--- src/rtl/md_sequencer.sv ---
// Execute-stage sequencer for the multi-cycle multiply/divide unit: issues the
// start pulse, stalls the front of the pipe, and presents result or exception writeback.
module md_sequencer #(
    parameter int MAX_WAIT = 40,
    parameter int CNT_W    = 6
) (
    input  logic        clock,
    input  logic        reset,
    input  logic [31:0] x_instr,
    input  logic        x_valid,
    input  logic        flush,
    input  logic        md_ready,
    input  logic        md_exception,
    input  logic [31:0] md_result,
    output logic        ctrl_mult,
    output logic        ctrl_div,
    output logic        stall,
    output logic        busy,
    output logic        md_done,
    output logic        wb_en,
    output logic [4:0]  wb_reg,
    output logic [31:0] wb_data
);

    typedef enum logic [1:0] {
        ST_IDLE = 2'd0,
        ST_BUSY = 2'd1,
        ST_DONE = 2'd2
    } state_t;

    state_t            state_r;
    state_t            state_nxt_s;
    logic [CNT_W-1:0]  cnt_r;
    logic              op_div_r;
    logic              start_r;
    logic              exc_r;
    logic [4:0]        rd_r;
    logic [31:0]       result_r;

    logic              is_mul_s;
    logic              is_div_s;
    logic              trigger_s;
    logic              ready_ok_s;
    logic              timeout_s;
    logic              unused_s;

    // The reset term keeps the combinational stall low while the block is held in reset.
    assign is_mul_s   = (x_instr[31:27] == 5'b00000) && (x_instr[6:2] == 5'b00110);
    assign is_div_s   = (x_instr[31:27] == 5'b00000) && (x_instr[6:2] == 5'b00111);
    assign trigger_s  = reset && x_valid && !flush && (is_mul_s || is_div_s);
    assign ready_ok_s = md_ready && (cnt_r != {CNT_W{1'b0}});
    assign timeout_s  = (cnt_r == CNT_W'(MAX_WAIT));
    assign unused_s   = ^{x_instr[21:7], x_instr[1:0]};

    // State register
    always_ff @(posedge clock or negedge reset) begin
        if (!reset) begin
            state_r <= ST_IDLE;
        end else begin
            state_r <= state_nxt_s;
        end
    end

    // Next-state decode; flush outranks completion, md_ready outranks timeout
    always_comb begin
        state_nxt_s = state_r;
        case (state_r)
            ST_IDLE: begin
                if (trigger_s) begin
                    state_nxt_s = ST_BUSY;
                end else begin
                    state_nxt_s = ST_IDLE;
                end
            end
            ST_BUSY: begin
                if (flush) begin
                    state_nxt_s = ST_IDLE;
                end else if (ready_ok_s || timeout_s) begin
                    state_nxt_s = ST_DONE;
                end else begin
                    state_nxt_s = ST_BUSY;
                end
            end
            ST_DONE: state_nxt_s = ST_IDLE;
            default: state_nxt_s = ST_IDLE;
        endcase
    end

    // Operation context: op/rd latch, start pulse, wait counter, result capture
    always_ff @(posedge clock or negedge reset) begin
        if (!reset) begin
            cnt_r    <= {CNT_W{1'b0}};
            op_div_r <= 1'b0;
            start_r  <= 1'b0;
            exc_r    <= 1'b0;
            rd_r     <= 5'd0;
            result_r <= 32'd0;
        end else begin
            start_r <= (state_r == ST_IDLE) && trigger_s;
            if ((state_r == ST_IDLE) && trigger_s) begin
                cnt_r    <= {CNT_W{1'b0}};
                op_div_r <= is_div_s;
                rd_r     <= x_instr[26:22];
                exc_r    <= 1'b0;
                result_r <= 32'd0;
            end else if ((state_r == ST_BUSY) && !flush) begin
                if (cnt_r < CNT_W'(MAX_WAIT)) begin
                    cnt_r <= cnt_r + {{(CNT_W-1){1'b0}}, 1'b1};
                end else begin
                    cnt_r <= cnt_r;
                end
                if (ready_ok_s) begin
                    result_r <= md_result;
                    exc_r    <= md_exception;
                end else if (timeout_s) begin
                    exc_r    <= 1'b1;
                end else begin
                    exc_r    <= exc_r;
                end
            end else begin
                cnt_r <= cnt_r;
            end
        end
    end

    // Output decode from the registered state
    always_comb begin
        stall     = 1'b0;
        busy      = 1'b0;
        md_done   = 1'b0;
        wb_en     = 1'b0;
        wb_reg    = 5'd0;
        wb_data   = 32'd0;
        ctrl_mult = start_r && !op_div_r;
        ctrl_div  = start_r && op_div_r;
        case (state_r)
            ST_IDLE: stall = trigger_s;
            ST_BUSY: begin
                stall = 1'b1;
                busy  = 1'b1;
            end
            ST_DONE: begin
                md_done = 1'b1;
                if (exc_r) begin
                    wb_en   = 1'b1;
                    wb_reg  = 5'd30;
                    wb_data = op_div_r ? 32'd5 : 32'd4;
                end else begin
                    wb_en   = (rd_r != 5'd0);
                    wb_reg  = rd_r;
                    wb_data = result_r;
                end
            end
            default: stall = 1'b0;
        endcase
    end

endmodule

--- config.mk ---
export PLATFORM = sky130hd
export DESIGN_NAME = md_sequencer
export DESIGN_NICKNAME = d
export VERILOG_FILES = /design/src/rtl/md_sequencer.sv
export SDC_FILE = /design/constraint.sdc
export NUM_CORES = 1
export LEC_CHECK = 0
export CORE_UTILIZATION = 43
export DETAILED_ROUTE_END_ITERATION = 16
export GPL_ROUTABILITY_DRIVEN = 0
export HOLD_SLACK_MARGIN = 0.12
export PLACE_DENSITY = 0.91
export SYNTH_ARGS = -nofsm -noshare
export SYNTH_HDL_FRONTEND = slang
export SYNTH_SLANG_ARGS = --single-unit
export TNS_END_PERCENT = 10
--- constraint.sdc ---
create_clock -name clock -period 2.3 [get_ports clock]
set_input_delay 0.345 -clock clock [delete_from_list [all_inputs] [get_ports clock]]
set_output_delay 0.345 -clock clock [all_outputs]
set_load 0.01 [all_outputs]
==> Yosys cells after proc, flatten, opt, wreduce, memory -nomap -nowiden <==
Cells that the tools add are included.
{ "classes": {"n_addsub": 1, "multipliers": 0, "div": 0, "order_cmp": 1, "n_eq_ne": 5, "shift": 0, "muxes": 24, "bitwise": 0, "reduce_logical": 25} }
{ "ops": {"columns": ["operator", "n"], "rows": [
  ["$mux W32", 5],
  ["$mux W6", 3],
  ["$eq A5 B3 Y1 const B", 2],
  ["$logic_and A1 B1 Y1", 10],
  ["$mux W1", 10],
  ["$mux W5", 2],
  ["$add A6 B1 Y6 const B", 1],
  ["$eq A6 B6 Y1 const B", 1],
  ["$lt A6 B6 Y1 const B", 1],
  ["$reduce_and A2 Y1", 3],
  ["$reduce_bool A2 Y1", 3],
  ["$reduce_bool A6 Y1", 1],
  ["$logic_not A5 Y1", 1],
  ["$reduce_bool A5 Y1", 1],
  ["$mux W2", 2],
  ["$pmux W2 S2", 1],
  ["$reduce_bool A3 Y1", 1],
  ["$eq A2 B1 Y1 const B", 1],
  ["$eq A2 B2 Y1 const B", 1],
  ["$logic_not A1 Y1", 2],
  ["$logic_not A2 Y1", 1],
  ["$logic_or A1 B1 Y1", 2],
  ["$pmux W1 S2", 1]
]} }
{ "totals": {"ff_bits": 48, "latch_bits": 0, "ramBits": 0, "romBits": 0, "wordCells": 63, "n_memories": 0} }

==> Logic depth before layout (Yosys ltp) <==
{ "logic_depth": {"ltp_word": 7, "ltp_mapped": 7} }

==> Worst setup path after synthesis <==
OpenSTA, ideal clock, no wires.
{ "synth_path": {"path_type": "register to output", "startpoint": "register state_r[0]", "endpoint": "output port stall", "arrival_time_ps": 1604, "path_slack_ps": 351, "path_stages_with_launch": 5, "cell_sequence": "dfrtp_1 or4_1 nor4_2 buf_2 or2_2"} }
{ "synth_via": {"elab_chain_len": 2, "word_cells_on_any_way": 3} }
{ "synth_lines": {"columns": ["item", "line", "text"], "rows": [
  ["start: declaration", "31", "state_t state_r;"],
  ["start signal: assignment", "60", "state_r <= state_nxt_s;"],
  ["$eq A2 B1 Y1 / $logic_not A2 Y1 (equally long branches)", "136", "case (state_r)"],
  ["$pmux W1 S2 *", "136", null],
  ["end: declaration", "17", "output logic stall,"]
]} }
Mark *: on every way between the ends. The rest lies on a longest branch, timed or not.

==> Worst setup path after layout <==
{ "layout_path": {"startpoint": "input port x_instr[4]", "endpoint": "register op_div_r"} }
{ "layout_via": {"elab_chain_len": 5, "word_cells_on_any_way": 7} }
{ "layout_lines": {"columns": ["item", "line", "text"], "rows": [
  ["start: declaration", "9", "input logic [31:0] x_instr,"],
  ["$eq A5 B3 Y1 (on tied branches)", "48, 49", null],
  ["$logic_and A1 B1 Y1 (on tied branches)", "48, 49", null],
  ["$logic_or A1 B1 Y1", "50", "assign trigger_s = reset && x_valid && !flush && (is_mul_s || is_div_s);"],
  ["$logic_and A1 B1 Y1", "50", null],
  ["$logic_and A1 B1 Y1", "100", "if ((state_r == ST_IDLE) && trigger_s) begin"],
  ["end signal: assignment", "102", "op_div_r <= is_div_s;"],
  ["end: declaration", "34", "logic op_div_r;"]
]} }
Parallel ways exist; a longest one is shown, timed or not.
A chain may end at the register's enable or synchronous reset.

==> impl_metrics.csv <==
group,metric,value,unit
power,leakage,2.22,nW
critical_path,rr_endpoint,"op_div_r",
power,powerDensity,394,nW/um^2
layout,nets,439,
timing,finClkSkew,0.00829,ns
layout,drive_above_1_share,0.0924,
critical_path,rr_startpoint,"state_r[0]",
place,port_buffers,95,
timing,hold_slack,0.143,ns
global_routing,grt.overflow.total,0,
timing,tns,0,ns
synth,syn_area_per_cell,9.30,sq um
floorplanning,coreArea,5890,sq um
layout,nFillCells,481,
synth,syn_inst,281,
floorplanning,die_height,79.9,um
layout,antenna_cells_inserted,0,
global_routing,met3_usage,0.0514,
critical_path,cp-end-kind,"flip-flop",
critical_path,r2r.worst_path.cells,4,
timing,hold_viol_final,0,
critical_path,rrSetupSlack,0.05,ns
floorplanning,rows,28,
global_routing,grt_usage,0.228,
run_status,status,"finished clean",
synth,synthesis.area,2610,sq um
synth,yosys_register_bits,48,
job,maxCapViolations,0,
timing,rsz0062_at_grt,"yes",
clock_network,insertion_delay,0.30,ns
synth,ys_warn_count,0,
critical_path,path_max_fanout,47,
detailed_routing,drtIter0Drc,112,
synth,yosysSeqAreaShare,0.460,
clock_network,clockRootBuffer,"clkbuf_8",
timing,tightestPinTransition,0.611,ns
synth,synth_enable_flop_cells,0,
clock_network,cts_buffers,5,
floorplanning,dieArea,6390,sq um
critical_path,crit_chain,"clkdlybuf4s50_1, or4bb_4, nor4_4, buf_4, mux2_1",
clock_network,cts_max_path_buffers,2,
synth,synth_cell_types,36,
timing,relSlewSlack,0.593,
synth,synth_ff_type,"dfrtp_1",
layout,seqCellArea,1200,sq um
floorplanning,die_w,79.9,um
clock_network,cts.clk_slew.worst_paths,0.08,ns
global_routing,grt_pass1_vias,2484,
critical_path,required,2.48,ns
timing,layout_min_cycle_time,2.29,ns
clock_network,htreeDepth,2,
synth,synth_nets,353,
detailed_routing,vias,2500,
detailed_routing,vias_per_cell,5.64,
detailed_routing,ant_nets,0,
place,place_hpwl,4.68,mm
critical_path,slowest_stage,"or4bb_4",
detailed_routing,drc,0,
detailed_routing,drt_wl_total,6.98,mm
synth,async_flop_share,1.00,
floorplanning,io_pins,113,
timing,finalSetupViolations,0,
detailed_routing,first_pass_iters,4,
layout,multi_input_area,1160,sq um
global_routing,grt_pass1_wl,11.3,mm
critical_path,slowest_delay,0.53,ns
timing,period_share,0.995,
timing,fmax,437,MHz
global_routing,grt_antenna_before_repair,0,
critical_path,crit_arrival,2.47,ns
layout,area_growth,47.2,%
clock_network,cts_tree,"done",
timing,drv_slew,0,
critical_path,crit_type,"input pin to flip-flop",
global_routing,grtUsageMet1,0.277,
power,irDropWorstVdd,268,uV
global_routing,use_met2,0.407,
clock_network,hold_buffers,0,
hold_path,hold_path_class,"input pin to asynchronous set/reset pin",
critical_path,start_kind,"input pin",
layout,final_core_util,0.653,
detailed_routing,wl_per_cell,15.8,um
floorplanning,start_util,0.444,
global_routing,busiest_layer,"met2",
clock_network,cts_sinks,48,
global_routing,grt_max_degree,49,
==> metrics by stage <==
| stage | total power, W | instances | instance area [sq um] | setup slack (ns) |
|---|---|---|---|---|
| 3_5_place_dp | 0.00102 | 435 | 3670 | -0.317 |
| 6_report | 0.00152 | 443 | 3850 | 0.0106 |
| 3_3_place_gp | 0.00102 | 435 | 3670 | -0.322 |
| 2_1_floorplan | 0.000900 | 281 | 2610 | 0.351 |
| 4_1_cts | 0.00152 | 443 | 3760 | -0.00229 |
| 5_1_grt | 0.00158 | 443 | 3850 | -0.0606 |
==> how the worst max path moves through the flow <==
stage	from	to	slack, ns
floorplan	state_r[0]	stall	0.35
global placement	x_instr[4]	stall	-0.32
detailed placement	x_instr[4]	stall	-0.32
CTS	x_instr[4]	stall	-0.002
global route	x_instr[4]	rd_r[4]	-0.06
finish	x_instr[4]	op_div_r	0.01
==> per-layer routing <==
metal	part of all wire	vias up	wire length [um]
met2	0.50	86	3480
met5	0	-	0
li1	-	1186	-
met3	0.060	15	421
met1	0.43	1213	2970
met4	0.015	0	104
==> worst max-delay path, delay by kind of cell <==
family | cells | cell delay [ns]
buffers and inverters | 2 | 0.93
multiplexers | 1 | 0.37
AND/OR/NAND/NOR | 2 | 0.80
==> registers in the layout, indices dropped and copies added (netlist names) <==
| register | count |
|---|---|
| cnt_r | 6 |
| exc_r | 1 |
| op_div_r | 1 |
| rd_r | 5 |
| result_r | 32 |
| start_r | 1 |
| state_r | 2 |
==> cells in the final DEF (no fill, tap or decap), types with 2 or more instances in the layout <==
cell,synthesis,layout
inv_1,37,37
nor4_1,2,2
a211oi_1,2,2
a21oi_1,7,7
nor2b_1,2,2
mux2_1,6,6
o21a_1,2,2
o31ai_1,35,35
buf_12,0,2
nor3b_1,2,2
o211ai_1,32,32
or2_2,3,3
clkdlybuf4s50_1,0,61
nor2_1,12,12
dfrtp_1,48,48
ha_1,2,2
nand3_1,4,4
dlymetal6s2s_1,0,31
or4_1,5,5
o21ai_0,3,3
buf_4,1,11
nor3_1,31,31
nand2_1,2,2
or3b_2,2,2
clkbuf_8,0,6
==> cell type report <==
class	instances	area share
clock buffer	7	0.0224
clock inverter	1	0.00195
inverter	37	0.0361
multi-input combinational	166	0.302
sequential	48	0.312
tap	75	0.0244
timing repair buffer	109	0.301
==> cell families (layout without fill, tap and decap cells) <==
family                   count (synthesis)  count (layout)  synth area share
AO/OA/AOI/OAI                           85              85             0.238
AND/OR/NAND/NOR                         72              72             0.156
buffers and inverters                   67             154             0.106
flip-flops                              48              48             0.460
multiplexers                             7               7            0.0297
adder cells (fa/ha/maj)                  2               2           0.00958
==> cell usage after synthesis (4+ instances only) <==
library cell,number,share of area
mux2_1,6,0.026
or4_1,5,0.014
nand3_1,4,0.0077
nor3_1,31,0.059
nor2_1,12,0.017
dfrtp_1,48,0.46
o31ai_1,35,0.10
o211ai_1,32,0.092
buf_2,6,0.011
a21oi_1,7,0.013
clkbuf_1,19,0.027
inv_1,37,0.053
==> power breakdown <==
group          total (W)  switching [W]  internal (W)
sequential      0.000857     0.00000367      0.000853
combinational   0.000146      0.0000528     0.0000927
clock           0.000515       0.000271      0.000244
==> what timing repair did <==
action,in CTS,in global routing
setup endpoints to repair,2,38
resized for setup,5,32
buffers inserted,0,0
gates cloned,0,0
Power figures use the tool's default switching activity.
